--- src/rtl/cfg_chain_pkg.sv ---
// Shared types and sizing helpers for the configuration chain loader.
package cfg_chain_pkg;

    typedef enum logic [1:0] {
        IDLE  = 2'd0,
        FETCH = 2'd1,
        SHIFT = 2'd2,
        DRAIN = 2'd3
    } state_t;

    localparam int DEF_CHAIN_LEN = 4;
    localparam int DEF_WORD_W    = 32;

    function automatic int nwords(input int chain_len, input int word_w);
        return (chain_len + word_w - 1) / word_w;
    endfunction

    function automatic int rem_cnt_w(input int chain_len);
        return $clog2(chain_len + 1);
    endfunction

    function automatic int bit_cnt_w(input int word_w);
        return $clog2(word_w + 1);
    endfunction

endpackage

--- src/rtl/cfg_chain_loader.sv ---
// Bit-serial writer for the DSP configuration daisy chain; the previous chain
// contents come back out of the tail as a readback word stream.
//
// state | meaning
// IDLE  | waiting for start
// FETCH | s_ready high, waiting for the next load word
// SHIFT | shifting the current word, stalled while a readback word is pending
// DRAIN | all bits shifted, waiting for the last readback word to be taken
module cfg_chain_loader
    import cfg_chain_pkg::*;
#(
    parameter int CHAIN_LEN = DEF_CHAIN_LEN,
    parameter int WORD_W    = DEF_WORD_W
) (
    input  logic              clk,
    input  logic              rst_n,
    input  logic              start,
    input  logic [WORD_W-1:0] s_data,
    input  logic              s_valid,
    output logic              s_ready,
    output logic [WORD_W-1:0] m_data,
    output logic              m_valid,
    input  logic              m_ready,
    output logic              configuration_input,
    output logic              configuration_enable,
    input  logic              configuration_output,
    output logic              busy,
    output logic              done
);

    localparam int RW = rem_cnt_w(CHAIN_LEN);
    localparam int BW = bit_cnt_w(WORD_W);

    state_t            state;
    logic [WORD_W-1:0] shreg, shreg_nxt;
    logic [WORD_W-1:0] rb, rb_nxt;
    logic [WORD_W-1:0] bit_sel;
    logic [RW-1:0]     rem, rem_nxt;
    logic [BW-1:0]     wcnt, wcnt_nxt;
    logic              mv_hold;

    // configuration_enable high in this cycle means a shift happens on the coming edge
    always_comb begin
        shreg_nxt = shreg;
        rb_nxt    = rb;
        rem_nxt   = rem;
        wcnt_nxt  = wcnt;
        if (configuration_enable) begin
            shreg_nxt = shreg >> 1;
            rb_nxt    = rb | (bit_sel & {WORD_W{configuration_output}});
            rem_nxt   = rem - RW'(1);
            wcnt_nxt  = wcnt - BW'(1);
        end
    end

    assign mv_hold = m_valid & ~m_ready;

    always_ff @(posedge clk or negedge rst_n) begin
        if (!rst_n) begin
            state                <= IDLE;
            shreg                <= '0;
            rb                   <= '0;
            bit_sel              <= '0;
            rem                  <= '0;
            wcnt                 <= '0;
            s_ready              <= 1'b0;
            m_valid              <= 1'b0;
            m_data               <= '0;
            configuration_input  <= 1'b0;
            configuration_enable <= 1'b0;
            busy                 <= 1'b0;
            done                 <= 1'b0;
        end else begin
            shreg                <= shreg_nxt;
            rb                   <= rb_nxt;
            rem                  <= rem_nxt;
            wcnt                 <= wcnt_nxt;
            done                 <= 1'b0;
            configuration_enable <= 1'b0;
            configuration_input  <= 1'b0;
            if (configuration_enable)
                bit_sel <= bit_sel << 1;
            if (m_valid && m_ready)
                m_valid <= 1'b0;

            case (state)
                IDLE: begin
                    if (start) begin
                        state   <= FETCH;
                        busy    <= 1'b1;
                        s_ready <= 1'b1;
                        rem     <= RW'(CHAIN_LEN);
                    end
                end
                FETCH: begin
                    if (s_valid) begin
                        shreg   <= s_data;
                        rb      <= '0;
                        bit_sel <= WORD_W'(1);
                        wcnt    <= (int'(rem) >= WORD_W) ? BW'(WORD_W) : BW'(rem);
                        s_ready <= 1'b0;
                        state   <= SHIFT;
                        configuration_enable <= ~mv_hold;
                        configuration_input  <= ~mv_hold & s_data[0];
                    end
                end
                SHIFT: begin
                    if (wcnt_nxt == '0) begin
                        m_valid <= 1'b1;
                        m_data  <= rb_nxt;
                        if (rem_nxt != '0) begin
                            state   <= FETCH;
                            s_ready <= 1'b1;
                        end else begin
                            state <= DRAIN;
                        end
                    end else begin
                        configuration_enable <= ~mv_hold;
                        configuration_input  <= ~mv_hold & shreg_nxt[0];
                    end
                end
                DRAIN: begin
                    if (m_valid && m_ready) begin
                        state <= IDLE;
                        busy  <= 1'b0;
                        done  <= 1'b1;
                    end
                end
                default: state <= IDLE;
            endcase
        end
    end

endmodule

--- config.mk ---
export PLATFORM = sky130hd
export DESIGN_NAME = cfg_chain_loader
export DESIGN_NICKNAME = d
export VERILOG_FILES = /design/src/rtl/cfg_chain_pkg.sv /design/src/rtl/cfg_chain_loader.sv
export SDC_FILE = /design/constraint.sdc
export NUM_CORES = 1
export LEC_CHECK = 0
export ABC_AREA = 1
export CAP_MARGIN = 5
export CORE_UTILIZATION = 60
export DETAILED_ROUTE_END_ITERATION = 8
export DONT_BUFFER_PORTS = 1
export PLACE_DENSITY_LB_ADDON = 0.3
export SLEW_MARGIN = 5
export SYNTH_ARGS = -nofsm -noshare
export SYNTH_HDL_FRONTEND = slang
export SYNTH_SLANG_ARGS = --single-unit
--- constraint.sdc ---
create_clock -name clk -period 4.3 [get_ports clk]
set_input_delay 0.43 -clock clk [delete_from_list [all_inputs] [get_ports clk]]
set_output_delay 0.43 -clock clk [all_outputs]
set_load 0.01 [all_outputs]
==> key figures <==
Synth
  • Mapped Cells: 679
  • Yosys reg bits: roughly 150
  • Synth Area per Inst: roughly 9.1 µm²
  • Share of the synthesized area in the top cell type: between 50 and 60%
  • Syn Nets: just over 700
  • YS warnings: 0
  • Part of the Yosys area used for sequential elements: between 50% and 60%
  • Area leader, netlist: dfrtp_1
  • Synth cell types: 29
  • Cell area after synthesis: ~6000 µm²
  • Top cells by area, synth: dfrtp_1 (59%), nand2_1 (10%), o21ai_0 (4.9%)

Clock tree
  • Total CTS buffers: 17
  • CTS Sinks: 145
  • CTS tree: yes
  • CTS H-tree depth: 4
  • Root Driver: clkbuf_8
  • Clk slew on worst S/H paths: ~0.060 ns
  • Clock latency on the worst-skew pair: approximately 0.53 ns
  • Bufs on Longest Clock Path: 2

STA
  • Max transition margin: around a third
  • Final setup vio count: 0
  • Fin crit share: a little under 60%
  • Max Freq: slightly below 400 MHz
  • Tightest Pin Transition: between 0.9 and 1 ns
  • RSZ-0062 raised after global routing: false
  • Final hold viol count: 0
  • Max Slew Vio Count: 0
  • Setup TNS: 0 ns
  • Final min period: between 2 and 3 ns
  • Final setup margin: approximately 1.8 ns
  • Final Skew: ~0.0095 ns

Place
  • Port Buffers: 0
  • Post-DP HPWL: between 7 and 8 mm
  • Cell total after placement: 778
  • Final GP Congestion: 0.835
  • Worst slack, placed: between 1.5 and 2 ns

Die
  • Rows: 36
  • Ports: 76
  • Initial Util: a little over three fifths
  • Core area: approximately 9900 µm²
  • Full die area: around 11000 µm²
  • Die W: 103 µm
  • Die height: around 100 µm

Drt
  • Detailed Route Iter0 Violations: 254
  • Vias per cell: around 5.5
  • Routed WL per cell: around 15 µm
  • Post-route DRC: 0
  • DR vias: about 4500
  • Final wirelength: between 10 and 15 mm
  • Antenna viol nets, final: 0
  • Pre-antenna DRT Iters: 6

Outcome
  • Status: finished clean

Power and ir drop
  • Peak supply drop: around 0.00038 V
  • PwrDens: 676 nW/µm²
  • Leak: between 3 and 4 nW

GRT
  • Antenna violations before repair: 0
  • Global-route wire length before repair: 19.6 mm
  • Congestion Overflow GR: 0
  • Pin count of the biggest net entering global routing: between 100 and 150
  • Vias in the first global route: 4297
  • GRT Resource Usage Total: between 20% and 30%

Critical path
  • CP startpoint kind: flop
  • Crit Path Max Fanout: 61
  • Worst Setup Path Type: flop to flop
  • R2R depth: 7
  • CP arrival: approximately 2.9 ns
  • Setup crit end kind: flop
  • Req. time, crit path: about 4.7 ns

Finish
  • Final Non-Filler Cells: between 800 and 900
  • Layout net count: between 700 and 800
  • # diodes: 0
  • Layout cells sized above 1: roughly 6.3%
  • Syn-to-layout area delta: 10.0%

Flow run
  • Max-cap violation count: 0

Hold path
  • Hold Path Depth: 2
  • Hold Crit Class: input pin to flop
==> placed cells by master, fill, tap and decap left out, types with 3 or more instances in the layout <==
cell type	instances
inv_1	51
nand2_1	169
ha_1	7
nand3_1	9
nand4_1	4
clkbuf_8	3
dfrtp_1	144
clkinv_2	6
buf_4	4
o21a_1	32
a31oi_1	4
clkbuf_16	16
o21ai_0	60
clkinvlp_4	3
nor2_1	77
o21bai_1	31
a21oi_1	38
==> state kept, by name, indices dropped and copies added (netlist names), 2 cells and up <==
signal and count:
wcnt 6, state 2, rem 3, shreg 32, m_data 32, bit_sel 32, rb 32
==> final timing paths <==
| path | from | to | slack (ns) |
|---|---|---|---|
| max | state[1] | wcnt[2] | 1.75 |
| min | s_data[31] | shreg[31] | 0.03 |
| max reg2reg | state[1] | wcnt[2] | 1.75 |
| min reg2reg | bit_sel[0] | bit_sel[0] | 0.48 |
| max in group asynchronous | rst_n | shreg[19] | 3.21 |
| min in group asynchronous | rst_n | shreg[23] | 0.53 |
==> cells in the mapped netlist (all sizes together) <==
| cell | count |
|---|---|
| nand2 | 170 |
| dfrtp | 145 |
| nor2 | 79 |
| o21ai | 60 |
| inv | 53 |
| a21oi | 38 |
| o21a | 32 |
| o21bai | 31 |
| clkbuf | 25 |
| buf | 13 |
| nand3 | 9 |
| ha | 7 |
| a31oi | 4 |
| nand4 | 4 |
| nand3b | 2 |
| or2 | 2 |
| a31o | 1 |
| mux2i | 1 |
| nor3 | 1 |
| xnor2 | 1 |
| xor2 | 1 |
==> per-layer routing <==
metal,up-vias,track usage [%],share of wire (%)
met5,-,0,0
met4,0,8.02,1.5
met3,18,8.94,6.7
met2,134,39.1,47
met1,2159,31.2,45
li1,2151,-,-
==> kinds of logic after synthesis <==
| family | after synthesis | share of synthesized area (%) |
|---|---|---|
| buffers and inverters | 91 | 6.10 |
| AOI/OAI and AO/OA | 166 | 16.1 |
| xor gates and xnor gates | 2 | 0.284 |
| and+or+nand+nor | 267 | 17.1 |
| adders and majority gates | 7 | 1.42 |
| muxes | 1 | 0.162 |
| DFF | 145 | 58.8 |
==> repair_timing <==
action / in CTS / in global routing
hold endpoints to repair: 145 / 0
buffers inserted: 0 / 0
gates resized for setup: 0 / 0
hold buffers: 2 / 0
==> where the power goes <==
group          internal (mW)  total (mW)  switching, mW  leakage (nW)
combinational          0.412        1.10          0.692         0.945
sequential              1.78        2.11          0.326          1.87
clock                  0.849        1.39          0.537         0.273
==> layout make-up <==
class                      instances  area, µm²
clock buffer                      21        449
clock inverter                    11        113
fill                             745       3070
inverter                          53        199
multi-input combinational        443       2170
sequential                       145       3630
tap                              133        166
timing repair buffer               6       67.6
==> through the flow <==
stage / hold WS (ns) / cell area, µm² / power, mW / utilization, %
floorplan: 0.134 / 6180 / 2.94 / -
global placement: 0.139 / 6200 / 3.11 / 62.8
detailed placement: 0.139 / 6200 / 3.18 / 62.8
CTS: 0.000470 / 6800 / 4.63 / 68.9
global route: 0.00285 / 6800 / 4.88 / 68.9
finish: 0.0283 / 6800 / 4.59 / 68.9
==> critical path, cell delays in order, from the launching register on <==
cell	delay, ns
dfrtp_1	0.43
inv_1	0.15
ha_1	0.18
nand2_1	0.05
buf_4	0.24
inv_2	0.51
buf_4	0.61
o21ai_0	0.21
(Power assumes the default switching activity.)
